### config.mk
export PLATFORM = sky130hd
export DESIGN_NAME = memory_bus_arbiter
export DESIGN_NICKNAME = d
export VERILOG_FILES = /design/src/rtl/memory_bus_arbiter.sv
export SDC_FILE = /design/constraint.sdc
export NUM_CORES = 1
export LEC_CHECK = 0
export CAP_MARGIN = 20
export CORE_AREA = 3 3 170 172
export CTS_BUF_LIST = sky130_fd_sc_hd__clkbuf_16
export DETAILED_ROUTE_END_ITERATION = 6
export DIE_AREA = 0 0 173 175
export GPL_TIMING_DRIVEN = 0
export PLACE_DENSITY_LB_ADDON = 0.1
export SYNTH_ARGS = -nofsm -noshare
export SYNTH_HDL_FRONTEND = slang
export SYNTH_SLANG_ARGS = --single-unit
### constraint.sdc
create_clock -name clock -period 3.53 [get_ports clock]
set_input_delay 0.353 -clock clock [delete_from_list [all_inputs] [get_ports clock]]
set_output_delay 0.353 -clock clock [all_outputs]
set_load 0.01 [all_outputs]
### src/rtl/memory_bus_arbiter.sv
// Round-robin arbiter sharing one downstream MemoryBus slave among NUM_MASTERS
// requesters; responses are routed back by smID and outstanding reads are capped.

module memory_bus_arbiter_port (
  input  logic i_ms_valid,
  input  logic i_ms_write,
  input  logic i_room,
  input  logic i_sm_hit,
  input  logic i_sm_valid,
  output logic o_elig,
  output logic o_sm_valid
);
  // Writes never consume a read slot, so they stay eligible at the cap.
  assign o_elig     = i_ms_valid & (i_ms_write | i_room);
  assign o_sm_valid = i_sm_hit & i_sm_valid;
endmodule

module memory_bus_arbiter #(
  parameter int NUM_MASTERS     = 4,
  parameter int DATA_WIDTH      = 24,
  parameter int ADDRESS_WIDTH   = 32,
  parameter int ID_WIDTH        = 4,
  parameter int MAX_OUTSTANDING = 8
) (
  input  logic                                        clock,
  input  logic                                        reset,
  input  logic [NUM_MASTERS-1:0]                      up_msValid,
  output logic [NUM_MASTERS-1:0]                      up_msReady,
  input  logic [NUM_MASTERS-1:0][ADDRESS_WIDTH-1:0]   up_msAddress,
  input  logic [NUM_MASTERS-1:0][DATA_WIDTH-1:0]      up_msData,
  input  logic [NUM_MASTERS-1:0]                      up_msWrite,
  output logic [NUM_MASTERS-1:0]                      up_smValid,
  input  logic [NUM_MASTERS-1:0]                      up_smReady,
  output logic [NUM_MASTERS-1:0][DATA_WIDTH-1:0]      up_smData,
  output logic                                        dn_msValid,
  output logic [ADDRESS_WIDTH-1:0]                    dn_msAddress,
  output logic [DATA_WIDTH-1:0]                       dn_msData,
  output logic                                        dn_msWrite,
  output logic [ID_WIDTH-1:0]                         dn_msID,
  input  logic                                        dn_msReady,
  input  logic                                        dn_smValid,
  input  logic [DATA_WIDTH-1:0]                       dn_smData,
  input  logic [ID_WIDTH-1:0]                         dn_smID,
  output logic                                        dn_smReady,
  output logic [7:0]                                  outstanding,
  output logic                                        idError
);
  localparam int                GW     = (NUM_MASTERS > 1) ? $clog2(NUM_MASTERS) : 1;
  localparam logic [7:0]        MAX_OS = 8'(MAX_OUTSTANDING);
  localparam logic [ID_WIDTH:0] NM     = (ID_WIDTH+1)'(NUM_MASTERS);

  typedef enum logic {S_IDLE, S_GRANT} state_t;

  state_t                 r_state, w_state_nxt;
  logic [GW-1:0]          r_grant, r_last, w_pick, w_cand, w_sm_idx;
  logic [7:0]             r_outstanding;
  logic                   r_id_err;
  logic                   w_found, w_room, w_sm_known, w_req_hs, w_inc, w_dec;
  logic [NUM_MASTERS-1:0] w_elig;

  assign w_room     = r_outstanding < MAX_OS;
  assign w_sm_known = {1'b0, dn_smID} < NM;
  assign w_sm_idx   = dn_smID[GW-1:0];

  for (genvar i = 0; i < NUM_MASTERS; i++) begin : g_port
    memory_bus_arbiter_port u_port (
      .i_ms_valid (up_msValid[i]),
      .i_ms_write (up_msWrite[i]),
      .i_room     (w_room),
      .i_sm_hit   (w_sm_known && (w_sm_idx == GW'(i))),
      .i_sm_valid (dn_smValid),
      .o_elig     (w_elig[i]),
      .o_sm_valid (up_smValid[i])
    );
    assign up_smData[i] = dn_smData;
  end

  // Search starts one past the last winner and wraps.
  always_comb begin
    w_found = 1'b0;
    w_pick  = r_last;
    w_cand  = r_last;
    for (int off = 1; off <= NUM_MASTERS; off++) begin
      w_cand = GW'((int'(r_last) + off) % NUM_MASTERS);
      if (!w_found && w_elig[w_cand]) begin
        w_found = 1'b1;
        w_pick  = w_cand;
      end
    end
  end

  always_comb begin
    w_state_nxt = r_state;
    dn_msValid  = 1'b0;
    up_msReady  = '0;
    case (r_state)
      S_IDLE:  if (w_found) w_state_nxt = S_GRANT;
      S_GRANT: begin
        dn_msValid          = up_msValid[r_grant];
        up_msReady[r_grant] = dn_msReady;
        if (dn_msValid && dn_msReady) w_state_nxt = S_IDLE;
      end
      default: w_state_nxt = S_IDLE;
    endcase
  end

  assign dn_msAddress = up_msAddress[r_grant];
  assign dn_msData    = up_msData[r_grant];
  assign dn_msWrite   = up_msWrite[r_grant];
  assign dn_msID      = ID_WIDTH'(r_grant);

  // Unknown IDs are drained so a bad slave cannot wedge the response channel.
  assign dn_smReady = w_sm_known ? up_smReady[w_sm_idx] : 1'b1;

  assign w_req_hs = dn_msValid & dn_msReady;
  assign w_inc    = w_req_hs & ~dn_msWrite;
  assign w_dec    = dn_smValid & dn_smReady & w_sm_known & (r_outstanding != 8'd0);

  always_ff @(posedge clock or negedge reset) begin
    if (!reset) r_state <= S_IDLE;
    else        r_state <= w_state_nxt;
  end

  always_ff @(posedge clock or negedge reset) begin
    if (!reset) begin
      r_grant       <= '0;
      r_last        <= GW'(NUM_MASTERS - 1);
      r_outstanding <= '0;
      r_id_err      <= 1'b0;
    end else begin
      if (r_state == S_IDLE && w_found) r_grant <= w_pick;
      if (w_req_hs) r_last <= r_grant;
      if (w_inc && !w_dec)      r_outstanding <= r_outstanding + 8'd1;
      else if (w_dec && !w_inc) r_outstanding <= r_outstanding - 8'd1;
      if (dn_smValid && !w_sm_known) r_id_err <= 1'b1;
    end
  end

  assign outstanding = r_outstanding;
  assign idError     = r_id_err;
endmodule

==> run_results.csv <==
group,metric,value,unit
outcome,status,"finished, final reports clean",
drt,wirelength,20700,um
drt,route.detailed.vias_per_inst,3.63,
logic_synthesis,async_reset_ff_share,100,%
cts,cts_sinks,14,
logic_synthesis,synthDistinctLibCells,45,
timing,fin_hold_ws,470,ps
worst_hold_path,whs_endpoint,"idError",
logic_synthesis,synthCells,308,
cts,clock_path_buffers,2,
drt,drt_iter0_markers,108,
place,place_inst,1104,
drt,drt_first_pass_iters,4,
floorplan,die_width,173,um
global_routing,grt_overflow,0,
setup_path,cp-start-kind,"primary input",
pwr,ir_drop,0.000321,V
cts,tritoncts,"built",
floorplan,io_pins,444,
timing,tns,0,ps
setup_path,arrival,3470,ps
timing,slew_headroom,54.6,%
pwr,total_power,4.11,mW
cts,insertion_delay,240,ps
timing,drv_slew,0,
pwr,power.density,511,mW/mm^2
global_routing,grt_max_degree,15,
setup_path,slowest_delay,550,ps
global_routing,antenna_found_initial,3,
drt,antenna_left,0,
drt,vias,4024,
setup_path,r2r_setup_slack,220,ps
floorplan,die_h,175,um
logic_synthesis,synth_edf_count,0,
global_routing,grt_pass1_wl,29900,um
floorplan,die_area,0.0303,mm^2
floorplan,row_count,61,
cts,cts_max_level,1,
cells_and_area,syn_to_final_growth,143,%
setup_path,startpoint,"up_msValid[0]",
logic_synthesis,ys_warn_count,0,
timing,min_period,3350,ps
cells_and_area,final.fill_count,2895,
cells_and_area,final_core_utilization,29.1,%
logic_synthesis,synth-seq-cells,14,
cells_and_area,multi_input_area,0.00210,mm^2
setup_path,path_common_cell,"ha_1",
timing,finalCritPeriodShare,94.9,%
logic_synthesis,seq_area_frac_synth,10.7,%
floorplan,core_area,0.0276,mm^2
place,finalWeightedCongestion,0.847,
timing,max_freq,299,MHz
timing,hold_viol,0,
timing,worstMarginPinSlew,678,ps
global_routing,track_usage,12.8,%
cts,cts_inserted_buffers,3,
cells_and_area,drive_above_1_share,25.7,%
setup_path,critPathCaptureType,"flop",
drt,drc_errors,0,
setup_path,r2r_cells,12,
worst_hold_path,worstHoldPathType,"flop to flop",
cells_and_area,layout.cells.non_filler,1108,
global_routing,grt_pass1_vias,4275,
run,cap_viol_max_count,0,
worst_hold_path,min_from,"idError",
floorplan,start_util,12.0,%
drt,wire_per_inst,18.7,um
logic_synthesis,netlist_area,0.00331,mm^2
setup_path,worstPathRequired,3650,ps
cells_and_area,fin_nets,1006,
pwr,p_leak,3.07,nW
place,portBuffers,417,
cells_and_area,seqCellArea,358,um^2
timing,rsz0062_at_grt,"no",
cts,clk_pin_slew,50,ps
worst_hold_path,min_path_cells,1,
setup_path,r2r-start,"r_grant[1]",
timing,setup_violations,0,
setup_path,cp_max_fo,8,
timing,finClkSkew,0.648,ps
cts,cts-root-buf,"clkbuf_16",
logic_synthesis,avgSynthCellArea,10.7,um^2
setup_path,path_cells,"clkdlybuf4s50_1 -> mux4_2 -> nand3_1 -> nor2_1 -> ha_1 -> inv_2 -> ha_1 -> a21o_1 -> a21oi_1 -> o211ai_1 -> and3_1 -> o21ba_2 -> xor2_1",
cts,hold_buffers,0,
setup_path,cpMaxStageDelayCell,"mux4_2",
place,dpl.hpwl,18500,um
setup_path,critPathKind,"primary input to flop",
logic_synthesis,synth-main-ff-cell,"dfrtp_1",
setup_path,r2r-end,"outstanding[7]",
-- kinds of logic (layout without fill, tap and decap cells) --
group / count (synthesis) / in the layout / share of synthesized area, %
flip-flops: 14 / 14 / 10.7
other: 1 / 4 / 0.113
buffers and inverters: 124 / 543 / 25.9
adder cells (fa/ha/maj): 9 / 9 / 3.63
AO/OA/AOI/OAI: 33 / 33 / 6.89
multiplexers: 65 / 65 / 42.5
XOR/XNOR: 7 / 7 / 1.85
AND/OR/NAND/NOR: 55 / 55 / 8.51
-- worst max-delay path: cells and delay by family --
kind            cells  cell delay (ps)
xor+xnor            1              130
compound gates      4              850
buf+inv             2              640
mux                 1              550
simple gates        3              460
fa+ha+maj           2              480
-- sequential cells by signal (all words and copies together), names as in the netlist --
register	flops
r_last	2
idError	1
r_state	1
r_grant	2
outstanding	8
-- report_power, final --
group | internal (mW) | switching (mW)
Combinational | 2.04 | 1.45
Sequential | 0.249 | 0.145
Clock | 0.150 | 0.0652
Total | 2.44 | 1.66
-- metal layers --
layer / up-vias / wire length, um / track usage, %
li1: 1903 / - / -
met1: 1912 / 7240 / 13.6
met2: 191 / 11600 / 25.2
met3: 16 / 1580 / 4.09
met4: 2 / 297 / 1.96
met5: - / 13 / 0
-- area by class of cell --
type / count / share of cell area (%)
clock inverters: 1 / 0.0467
plain buffers: 117 / 10.3
multi-input cells: 171 / 26.1
repair buffers: 417 / 51.9
clock buffers: 3 / 0.934
inverters: 5 / 0.233
diodes: 2 / 0.0622
well taps: 378 / 5.88
flip-flops and latches: 14 / 4.45
-- layout by cell type (no fill, tap or decap), drive strengths merged, types with 5 or more instances in the layout --
cell type	instances
mux4	60
dfrtp	12
nor3	7
o21ai	9
clkdlybuf4s50	417
nor2	16
ha	8
a21oi	6
clkbuf	10
inv	5
and2	6
buf	110
nand2	14
-- stage by stage --
step	cell area [um^2]	setup WS [ps]
2_1_floorplan	3310	330
3_3_place_gp	7960	-426
3_5_place_dp	7960	-497
4_1_cts	8040	30.0
5_1_grt	8040	18.0
6_report	8040	181
-- Yosys cell counts (3+ instances only) --
cell type	count	share of area, %
mux4_2	60	41
nor2_1	15	1.7
xnor2_1	3	0.79
buf_4	102	23
nand3_1	3	0.45
buf_2	6	0.91
and2_1	4	0.76
nor3_1	6	0.91
a31o_2	3	0.79
xor2_1	4	1.1
o21ai_0	9	1.4
nand2_1	14	1.6
inv_1	5	0.57
clkbuf_1	9	1.0
a21oi_1	6	0.91
dfrtp_1	12	9.1
ha_1	8	3.0
mux2i_1	3	0.91
-- worst max-delay path by stage --
stage | end | slack [ps] | depth (start not counted)
floorplan | outstanding[7] | 330 | 13
global placement | outstanding[7] | -430 | 13
detailed placement | outstanding[7] | -500 | 13
CTS | outstanding[7] | 30 | 12
global route | outstanding[7] | 20 | 13
finish | outstanding[7] | 180 | 13
-- timing repair --
| action | 4_1_cts | 5_1_grt |
|---|---|---|
| gates resized for setup | 4 | 1 |
| endpoints found under the hold margin | 0 | 0 |
| buffers inserted | 0 | 0 |
| endpoints found under the setup margin | 5 | 2 |
(Power assumes the default switching activity.)
